--- src/rtl/tt_pkg.sv ---
// Shared types and constants for the truth-table sweep reader.
// The state enum is exported so the top can expose it for debug.
package tt_pkg;

    localparam int N_INPUTS_DEF = 4;
    localparam int TT_WIDTH     = 16;
    localparam int SETTLE_W     = 8;

    typedef logic [N_INPUTS_DEF-1:0] idx_t;
    typedef logic [SETTLE_W-1:0]     settle_cnt_t;

    typedef enum logic [1:0] {
        ST_IDLE   = 2'd0,
        ST_APPLY  = 2'd1,
        ST_SAMPLE = 2'd2,
        ST_DONE   = 2'd3
    } state_e;

endpackage

--- src/rtl/tt_settle_timer.sv ---
// Counts the extra hold cycles a vector spends in APPLY.
// done pulses on the last APPLY cycle so the FSM moves to SAMPLE next.
module tt_settle_timer
    import tt_pkg::*;
#(
    parameter int SETTLE_CYCLES = 2
) (
    input  logic clk,
    input  logic rst,
    input  logic load,
    input  logic en,
    output logic done
);

    localparam settle_cnt_t TERM = (SETTLE_CYCLES == 0) ? settle_cnt_t'(0)
                                                        : settle_cnt_t'(SETTLE_CYCLES - 1);

    settle_cnt_t cnt_q;
    settle_cnt_t cnt_d;

    always_comb begin
        done  = en && (cnt_q == TERM);
        cnt_d = cnt_q;
        if (load) begin
            cnt_d = '0;
        end else if (en && !done) begin
            cnt_d = cnt_q + settle_cnt_t'(1);
        end
    end

    always_ff @(posedge clk) begin
        if (rst) begin
            cnt_q <= '0;
        end else begin
            cnt_q <= cnt_d;
        end
    end

endmodule

--- src/rtl/tt_sweep_reader.sv ---
// Walks every input combination of a gate, records its output per vector
// and compares the captured truth table against an expected one.
module tt_sweep_reader
    import tt_pkg::*;
#(
    parameter int SETTLE_CYCLES = 2,
    parameter int N_INPUTS      = N_INPUTS_DEF
) (
    input  logic                     clk,
    input  logic                     rst,
    input  logic                     start,
    input  logic [(1<<N_INPUTS)-1:0] expect_tt,
    output logic [N_INPUTS-1:0]      dut_in,
    input  logic                     dut_out,
    output logic                     busy,
    output logic                     result_valid,
    input  logic                     result_ready,
    output logic [(1<<N_INPUTS)-1:0] tt_value,
    output logic                     match,
    output logic [(1<<N_INPUTS)-1:0] mismatch_mask,
    output state_e                   state_dbg
);

    localparam int TT_W = 1 << N_INPUTS;
    localparam logic [N_INPUTS-1:0] LAST_IDX = '1;
    // With no settle cycles each vector lives only in SAMPLE.
    localparam state_e VEC_ST = (SETTLE_CYCLES == 0) ? ST_SAMPLE : ST_APPLY;

    state_e              state_q, state_d;
    logic [N_INPUTS-1:0] idx_q, idx_d;
    logic [TT_W-1:0]     tt_q, tt_d;
    logic [TT_W-1:0]     exp_q, exp_d;
    logic [TT_W-1:0]     mask_q, mask_d;
    logic                match_q, match_d;
    logic                settle_load;
    logic                settle_en;
    logic                settle_done;

    tt_settle_timer #(
        .SETTLE_CYCLES(SETTLE_CYCLES)
    ) u_settle (
        .clk (clk),
        .rst (rst),
        .load(settle_load),
        .en  (settle_en),
        .done(settle_done)
    );

    always_ff @(posedge clk) begin
        if (rst) begin
            state_q <= ST_IDLE;
        end else begin
            state_q <= state_d;
        end
    end

    always_comb begin
        state_d = state_q;
        case (state_q)
            ST_IDLE:   if (start) state_d = VEC_ST;
            ST_APPLY:  if (settle_done) state_d = ST_SAMPLE;
            ST_SAMPLE: state_d = (idx_q == LAST_IDX) ? ST_DONE : VEC_ST;
            ST_DONE:   if (result_ready) state_d = ST_IDLE;
            default:   state_d = ST_IDLE;
        endcase
    end

    always_comb begin
        settle_load  = (state_d == ST_APPLY) && (state_q != ST_APPLY);
        settle_en    = (state_q == ST_APPLY);
        busy         = (state_q != ST_IDLE);
        result_valid = (state_q == ST_DONE);
        dut_in       = '0;
        if (state_q == ST_APPLY || state_q == ST_SAMPLE) begin
            dut_in = idx_q;
        end
        tt_value      = tt_q;
        match         = match_q;
        mismatch_mask = mask_q;
        state_dbg     = state_q;
    end

    always_comb begin
        idx_d   = idx_q;
        tt_d    = tt_q;
        exp_d   = exp_q;
        match_d = match_q;
        mask_d  = mask_q;
        case (state_q)
            ST_IDLE: begin
                if (start) begin
                    exp_d   = expect_tt;
                    tt_d    = '0;
                    idx_d   = '0;
                    match_d = 1'b0;
                    mask_d  = '0;
                end
            end
            ST_SAMPLE: begin
                tt_d[idx_q] = dut_out;
                // The index parks at the last vector; DONE is taken instead of wrapping.
                if (idx_q == LAST_IDX) begin
                    match_d = (tt_d == exp_q);
                    mask_d  = tt_d ^ exp_q;
                end else begin
                    idx_d = idx_q + 1'b1;
                end
            end
            default: ;
        endcase
    end

    always_ff @(posedge clk) begin
        if (rst) begin
            idx_q   <= '0;
            tt_q    <= '0;
            exp_q   <= '0;
            match_q <= 1'b0;
            mask_q  <= '0;
        end else begin
            idx_q   <= idx_d;
            tt_q    <= tt_d;
            exp_q   <= exp_d;
            match_q <= match_d;
            mask_q  <= mask_d;
        end
    end

endmodule

--- config.mk ---
export PLATFORM = sky130hd
export DESIGN_NAME = tt_sweep_reader
export DESIGN_NICKNAME = d
export VERILOG_FILES = /design/src/rtl/tt_pkg.sv /design/src/rtl/tt_settle_timer.sv /design/src/rtl/tt_sweep_reader.sv
export SDC_FILE = /design/constraint.sdc
export NUM_CORES = 1
export LEC_CHECK = 0
export CAP_MARGIN = 10
export CORE_AREA = 4 4 108 110
export DETAILED_ROUTE_END_ITERATION = 10
export DIE_AREA = 0 0 112 114
export SYNTH_ARGS = -nofsm -noshare
export SYNTH_HDL_FRONTEND = slang
export SYNTH_SLANG_ARGS = --single-unit
--- constraint.sdc ---
create_clock -name clk -period 3.8 [get_ports clk]
set_clock_uncertainty 0.05 [all_clocks]
set_input_delay 0.76 -clock clk [delete_from_list [all_inputs] [get_ports clk]]
set_output_delay 0.76 -clock clk [all_outputs]
set_load 0.01 [all_outputs]
# Word-level counts from Yosys, hierarchy flattened
# Cells that the tools add are included.
# totals
romBits	0
memories	0
ram_bits	0
reg_bits	63
latch_bits	0
elab_cells	56
# classes
n_eq_ne	11
n_addsub	2
n_mux	19
mul	0
n_lt_le_gt_ge	2
n_reduce_logical	14
div	0
n_bitwise	1
n_shift	0
# op_table
operator	count
$pmux 16 s2	2
$mux 16	2
$bwmux 16	1
$eq 16x16->1	1
$xor 16x16->16	1
$mux 4	3
$add 8x1->8 const B	1
$eq 8x1->1 const B	1
$mux 2	4
$pmux 2 s4	1
$pmux 4 s2	1
$reduce_and 3->1	2
$lt 4x5->1 const B	1
$add 4x1->4 const B	1
$demux 1 s4	1
$eq 2x1->1 const B	2
$eq 2x2->1 const B	2
$eq 4x4->1 const B	1
$ge 4x1->1 const B	1
$logic_and 1x1->1	4
$ne 2x1->1 const B	2
$ne 2x2->1 const B	2
$reduce_and 2->1	2
$reduce_bool 2->1	2
6 further kinds	8

# Longest topological paths before layout
# logic_depth
ltp_word	8
ltp_mapped	10
depth_no_buf	8

# Hierarchy
# A second synthesis with hierarchy kept.
# unflattened
cells_unflattened	367
hier_area_um2	3091.7
# by_module_without_submodules
module	cells_each	instances	area_each_um2
tt_sweep_reader	320	1	2690.1
tt_settle_timer	47	1	401.6

# Least setup slack after synthesis
# OpenSTA, ideal clock, no wires.
# synth_path
kind	register to register
from	reg state_q[0], in the netlist state_dbg[0]
to	reg u_settle.cnt_q[0]
path_stages_with_launch	11
setup_slack_ns	1.771
t_arrival_ns	1.859
synth_period_minus_slack_ns	2.029
path_cell_list	dfxtp_1 > inv_1 > ha_1 > buf_2 > and2b_1 > nor2_1 > buf_2 > nor2_1 > nor3_1 > a21o_1 > nor2_1
# synth_via
elab_chain_cells	7
elab_cells_between_ends	15
classes_between	eq/ne: 5; mux: 4; reduce/logical: 6
# synth_lines
element	line_no	source
start: declaration	tt_sweep_reader.sv:29	state_e state_q, state_d;
start signal: assignment	tt_sweep_reader.sv:53	state_q <= state_d;
$eq 2x1->1	tt_sweep_reader.sv:59, tt_sweep_reader.sv:70	
$logic_and 1x1->1	tt_settle_timer.sv:22	done = en && (cnt_q == TERM);
$mux 2	tt_sweep_reader.sv:61	ST_APPLY: if (settle_done) state_d = ST_SAMPLE;
$pmux 2 s4	tt_sweep_reader.sv:59	case (state_q)
$eq 2x1->1	tt_sweep_reader.sv:69	settle_load = (state_d == ST_APPLY) && (state_q != ST_APPLY);
$logic_and 1x1->1	tt_sweep_reader.sv:69	
$reduce_or 2->1 (no source line)	-	
end signal: assignment	tt_settle_timer.sv:35	cnt_q <= cnt_d;
end: declaration	tt_settle_timer.sv:18	settle_cnt_t cnt_q;
# Several ways; a longest one is shown, not always the timed one.
# A chain may end at the register's enable or synchronous reset.

# Worst setup path in the final report
# layout_path
from	reg state_q[1], in the netlist state_dbg[1]
to	out dut_in[2]
# layout_via
elab_chain_cells	3
elab_cells_between_ends	4
classes_between	eq/ne: 2; mux: 1; reduce/logical: 1
# layout_lines
element	line_no	source
$eq 2x1->1 or $eq 2x2->1 (tied branches)	tt_sweep_reader.sv:74	if (state_q == ST_APPLY || state_q == ST_SAMPLE) begin
$logic_or 1x1->1 (*)	tt_sweep_reader.sv:74	
$mux 4 (*)	tt_sweep_reader.sv:74	
end: declaration	tt_sweep_reader.sv:13	output logic [N_INPUTS-1:0] dut_in,
# Mark *: on every way between the ends. The rest lies on a longest branch, timed or not.

==> flow_metrics.env <==
export IMPL_antenna_found_initial=0
export IMPL_core_area_mm2=0.0107
export IMPL_max_freq_ghz=0.373
export IMPL_fillerInstances=1131
export IMPL_period_minus_slack_ns=2.68
export IMPL_start_util_pct=29.4
export IMPL_dp_hpwl_um=6120
export IMPL_ys_warnings_count=0
export IMPL_cts_root_buffer="clkbuf_8"
export IMPL_synth_top_family_by_area="simple AND/OR/NAND/NOR gates"
export IMPL_crit_arrival_ns=1.87
export IMPL_antenna_left=0
export IMPL_ys_types=40
export IMPL_worstReg2RegStart="state_dbg[1]"
export IMPL_hp_start="exp_q[9]"
export IMPL_place_gp_congestion=0.801
export IMPL_h_tree_depth=3
export IMPL_final_setup_tns_ns=0
export IMPL_drc=0
export IMPL_hold_path_end="exp_q[9]"
export IMPL_first_pass_iters=4
export IMPL_syn_area_mm2=0.00315
export IMPL_peakVddDrop_uv=195
export IMPL_num_nets_final=455
export IMPL_crit_type="reg -> out"
export IMPL_post_cts_resized=0
export IMPL_worst_pin_slew_ns=1.01
export IMPL_leakage_uw=0.00148
export IMPL_areaGrowthSynthToFinish_pct=27.9
export IMPL_critPathMaxFanout=6
export IMPL_end_kind="output port"
export IMPL_die_area_mm2=0.0128
export IMPL_ioPinCount=62
export IMPL_share_comb_of_total_power_pct=14.7
export IMPL_fp_dieH_um=114
export IMPL_seq_area_frac_synth_pct=40.1
export IMPL_p_sw_uw=464
export IMPL_slew_headroom_pct=32.4
export IMPL_place_inst=553
export IMPL_routedWlPerCell_um=14.6
export IMPL_switching_share_pct=28.8
export IMPL_cts_buffers=9
export IMPL_setup_viol=0
export IMPL_drive_gt1_share_pct=5.36
export IMPL_ys_seq_elements=63
export IMPL_r2r_slack_ns=1.27
export IMPL_die_w_um=112
export IMPL_synth_cells=378
export IMPL_cts_sinks=63
export IMPL_reg2regPathDepth=7
export IMPL_row_count=38
export IMPL_worstPathRequired_ns=2.99
export IMPL_clockPowerShare_pct=41.8
export IMPL_slowest_delay_ns=0.53
export IMPL_crit_path_cell_trace="inv_1, ha_1, and2_1, clkdlybuf4s50_1"
export IMPL_fin_crit_sh_pct=70.5
export IMPL_whs_ns=0.422
export IMPL_grt_setup_unrepaired="no"
export IMPL_first_global_vias=2659
export IMPL_tritoncts="yes"
export IMPL_cts_reportedPaths_clkPinSlew_ns=0.08
export IMPL_totalWireLength_um=8300
export IMPL_grt_overflow_total=0
export IMPL_hold_viol_final=0
export IMPL_crit_buf_inv=2
export IMPL_track_usage_pct=13.3
export IMPL_vias=2759
export IMPL_synth_compound_area_share_pct=15.6
export IMPL_seqPwrFrac_pct=43.5
export IMPL_synth_mux_area_share_pct=5.09
export IMPL_clk_latency_ns=0.34
export IMPL_critPathTopFamily="buffers and inverters"
export IMPL_holdPathStages=2
export IMPL_num_antenna_cells=0
export IMPL_grt_max_degree=57
export IMPL_outcome="completed"
export IMPL_post_cts_buffers=0
export IMPL_synthAdderAreaFrac_pct=3.98
export IMPL_synthXorXnorAreaFrac_pct=6.96
export IMPL_dr_first_iter_drc_count=154
export IMPL_final_cell_mix="63 x dfxtp_1, 60 x clkdlybuf4s50_1, 52 x nand2_1"
export IMPL_numPortBuffers=61
export IMPL_cp_start_kind="flop"
export IMPL_maxCapViolations=0
export IMPL_p_int_uw=1150
export IMPL_syn_avg_cell_area_um2=8.32
export IMPL_maxSlewViolCount=0
export IMPL_syn_num_nets=409
export IMPL_rr_endpoint="mismatch_mask[11]"
export IMPL_synth_simple_gate_area_share_pct=23.2
export IMPL_cpMaxStageDelayCell="clkdlybuf4s50_1"
export IMPL_hold_path_class="reg -> reg"
export IMPL_final_common_cell="dfxtp_1"
export IMPL_cts_path_max_buffers=2
export IMPL_stdcell_count=569
export IMPL_grt_pass1_wl_um=13700
export IMPL_vias_per_cell=4.85
export IMPL_power_density_mw_per_mm2=401
export IMPL_holdBufCountCts=0
## worst register-to-register path: stages (launching register included)
cell and delay (ns):
dfxtp_1 0.43, inv_1 0.10, ha_1 0.29, and2b_1 0.28
nor2_1 0.51, o21ai_2 0.38, a22oi_1 0.29, nor2_1 0.06
## worst max-delay path by stage
stage	to	cells past startpoint	slack (ns)	startpoint
5_1_grt	mismatch_mask[3]	7	1.0	start
3_3_place_gp	mismatch_mask[3]	7	0.90	start
4_1_cts	dut_in[2]	4	1.08	state_dbg[1]
6_report	dut_in[2]	4	1.12	state_dbg[1]
3_5_place_dp	mismatch_mask[12]	6	0.82	start
2_1_floorplan	u_settle.cnt_q[0]	10	1.77	state_dbg[0]
## sequential cells by signal (all words and copies together), names as in the netlist
| name | cells |
|---|---|
| state_dbg | 2 |
| idx_q | 4 |
| match | 1 |
| exp_q | 16 |
| mismatch_mask | 16 |
| tt_value | 16 |
| u_settle.cnt_q | 8 |
## per-layer routing
layer	vias up	routed length, um	GRT usage [%]
met5	-	0	0
met4	0	206	6.09
met3	14	407	2.44
met2	75	3770	20.5
met1	1274	3920	18.1
li1	1396	-	-
## power groups by stage
stage          combinational [uW]  clock, uW  sequential [uW]
4_1_cts                       240        682              702
2_1_floorplan                 167          0              713
3_3_place_gp                  235          0              717
3_5_place_dp                  239          0              718
6_report                      237        674              702
5_1_grt                       268        722              705
## cell type report
| class | instances | area, um2 | share of cell area [%] |
|---|---|---|---|
| clock inverter | 7 | 103 | 2.55 |
| tap | 140 | 175 | 4.35 |
| multi-input combinational | 282 | 1730 | 42.9 |
| inverter | 6 | 22.5 | 0.560 |
| clock buffer | 9 | 124 | 3.08 |
| sequential | 63 | 1260 | 31.3 |
| timing repair buffer | 62 | 613 | 15.2 |
## cell families (layout without fill, tap and decap cells)
group,count (synthesis),after routing
and+or+nand+nor,152,152
AOI/OAI and AO/OA,79,79
DFF,63,63
buffers and inverters,33,84
xor gates and xnor gates,25,25
muxes,16,16
adders and majority gates,10,10
## synthesized netlist by cell type (all sizes together)
library cell / number / area share [%]
nor3b: 3 / 0.72
ha: 10 / 4.0
o21ai: 14 / 2.3
xnor2: 15 / 4.2
nor3: 5 / 0.80
o21bai: 1 / 0.24
nor4b: 1 / 0.28
nand2b: 1 / 0.20
nor2b: 3 / 0.60
mux2i: 16 / 5.1
o31ai: 1 / 0.24
nand4b: 1 / 0.28
buf: 13 / 2.7
xor2: 10 / 2.8
a31oi: 1 / 0.20
dfxtp: 63 / 40
a21oi: 31 / 4.9
nand3: 10 / 1.6
clkbuf: 14 / 1.7
nand3b: 10 / 2.4
a22oi: 23 / 5.5
and2: 7 / 1.4
nand4: 3 / 0.60
and2b: 1 / 0.24
nor2: 45 / 5.6
a21o: 2 / 0.52
and3: 7 / 1.6
nand2: 52 / 6.2
nor4: 3 / 0.80
a32oi: 4 / 1.1
a211oi: 1 / 0.24
inv: 6 / 0.72
o31a: 1 / 0.28
## stage by stage
step / util, % / cell area (um2) / power, uW / setup WS [ns]
6_report: 37.6 / 4020 / 1610 / 1.12
3_3_place_gp: 35.5 / 3800 / 952 / 0.900
3_5_place_dp: 35.5 / 3800 / 956 / 0.818
5_1_grt: 37.6 / 4020 / 1700 / 0.995
4_1_cts: 37.6 / 4020 / 1620 / 1.08
2_1_floorplan: - / 3150 / 880 / 1.77
Note: power is estimated with default switching activity, not from simulation.
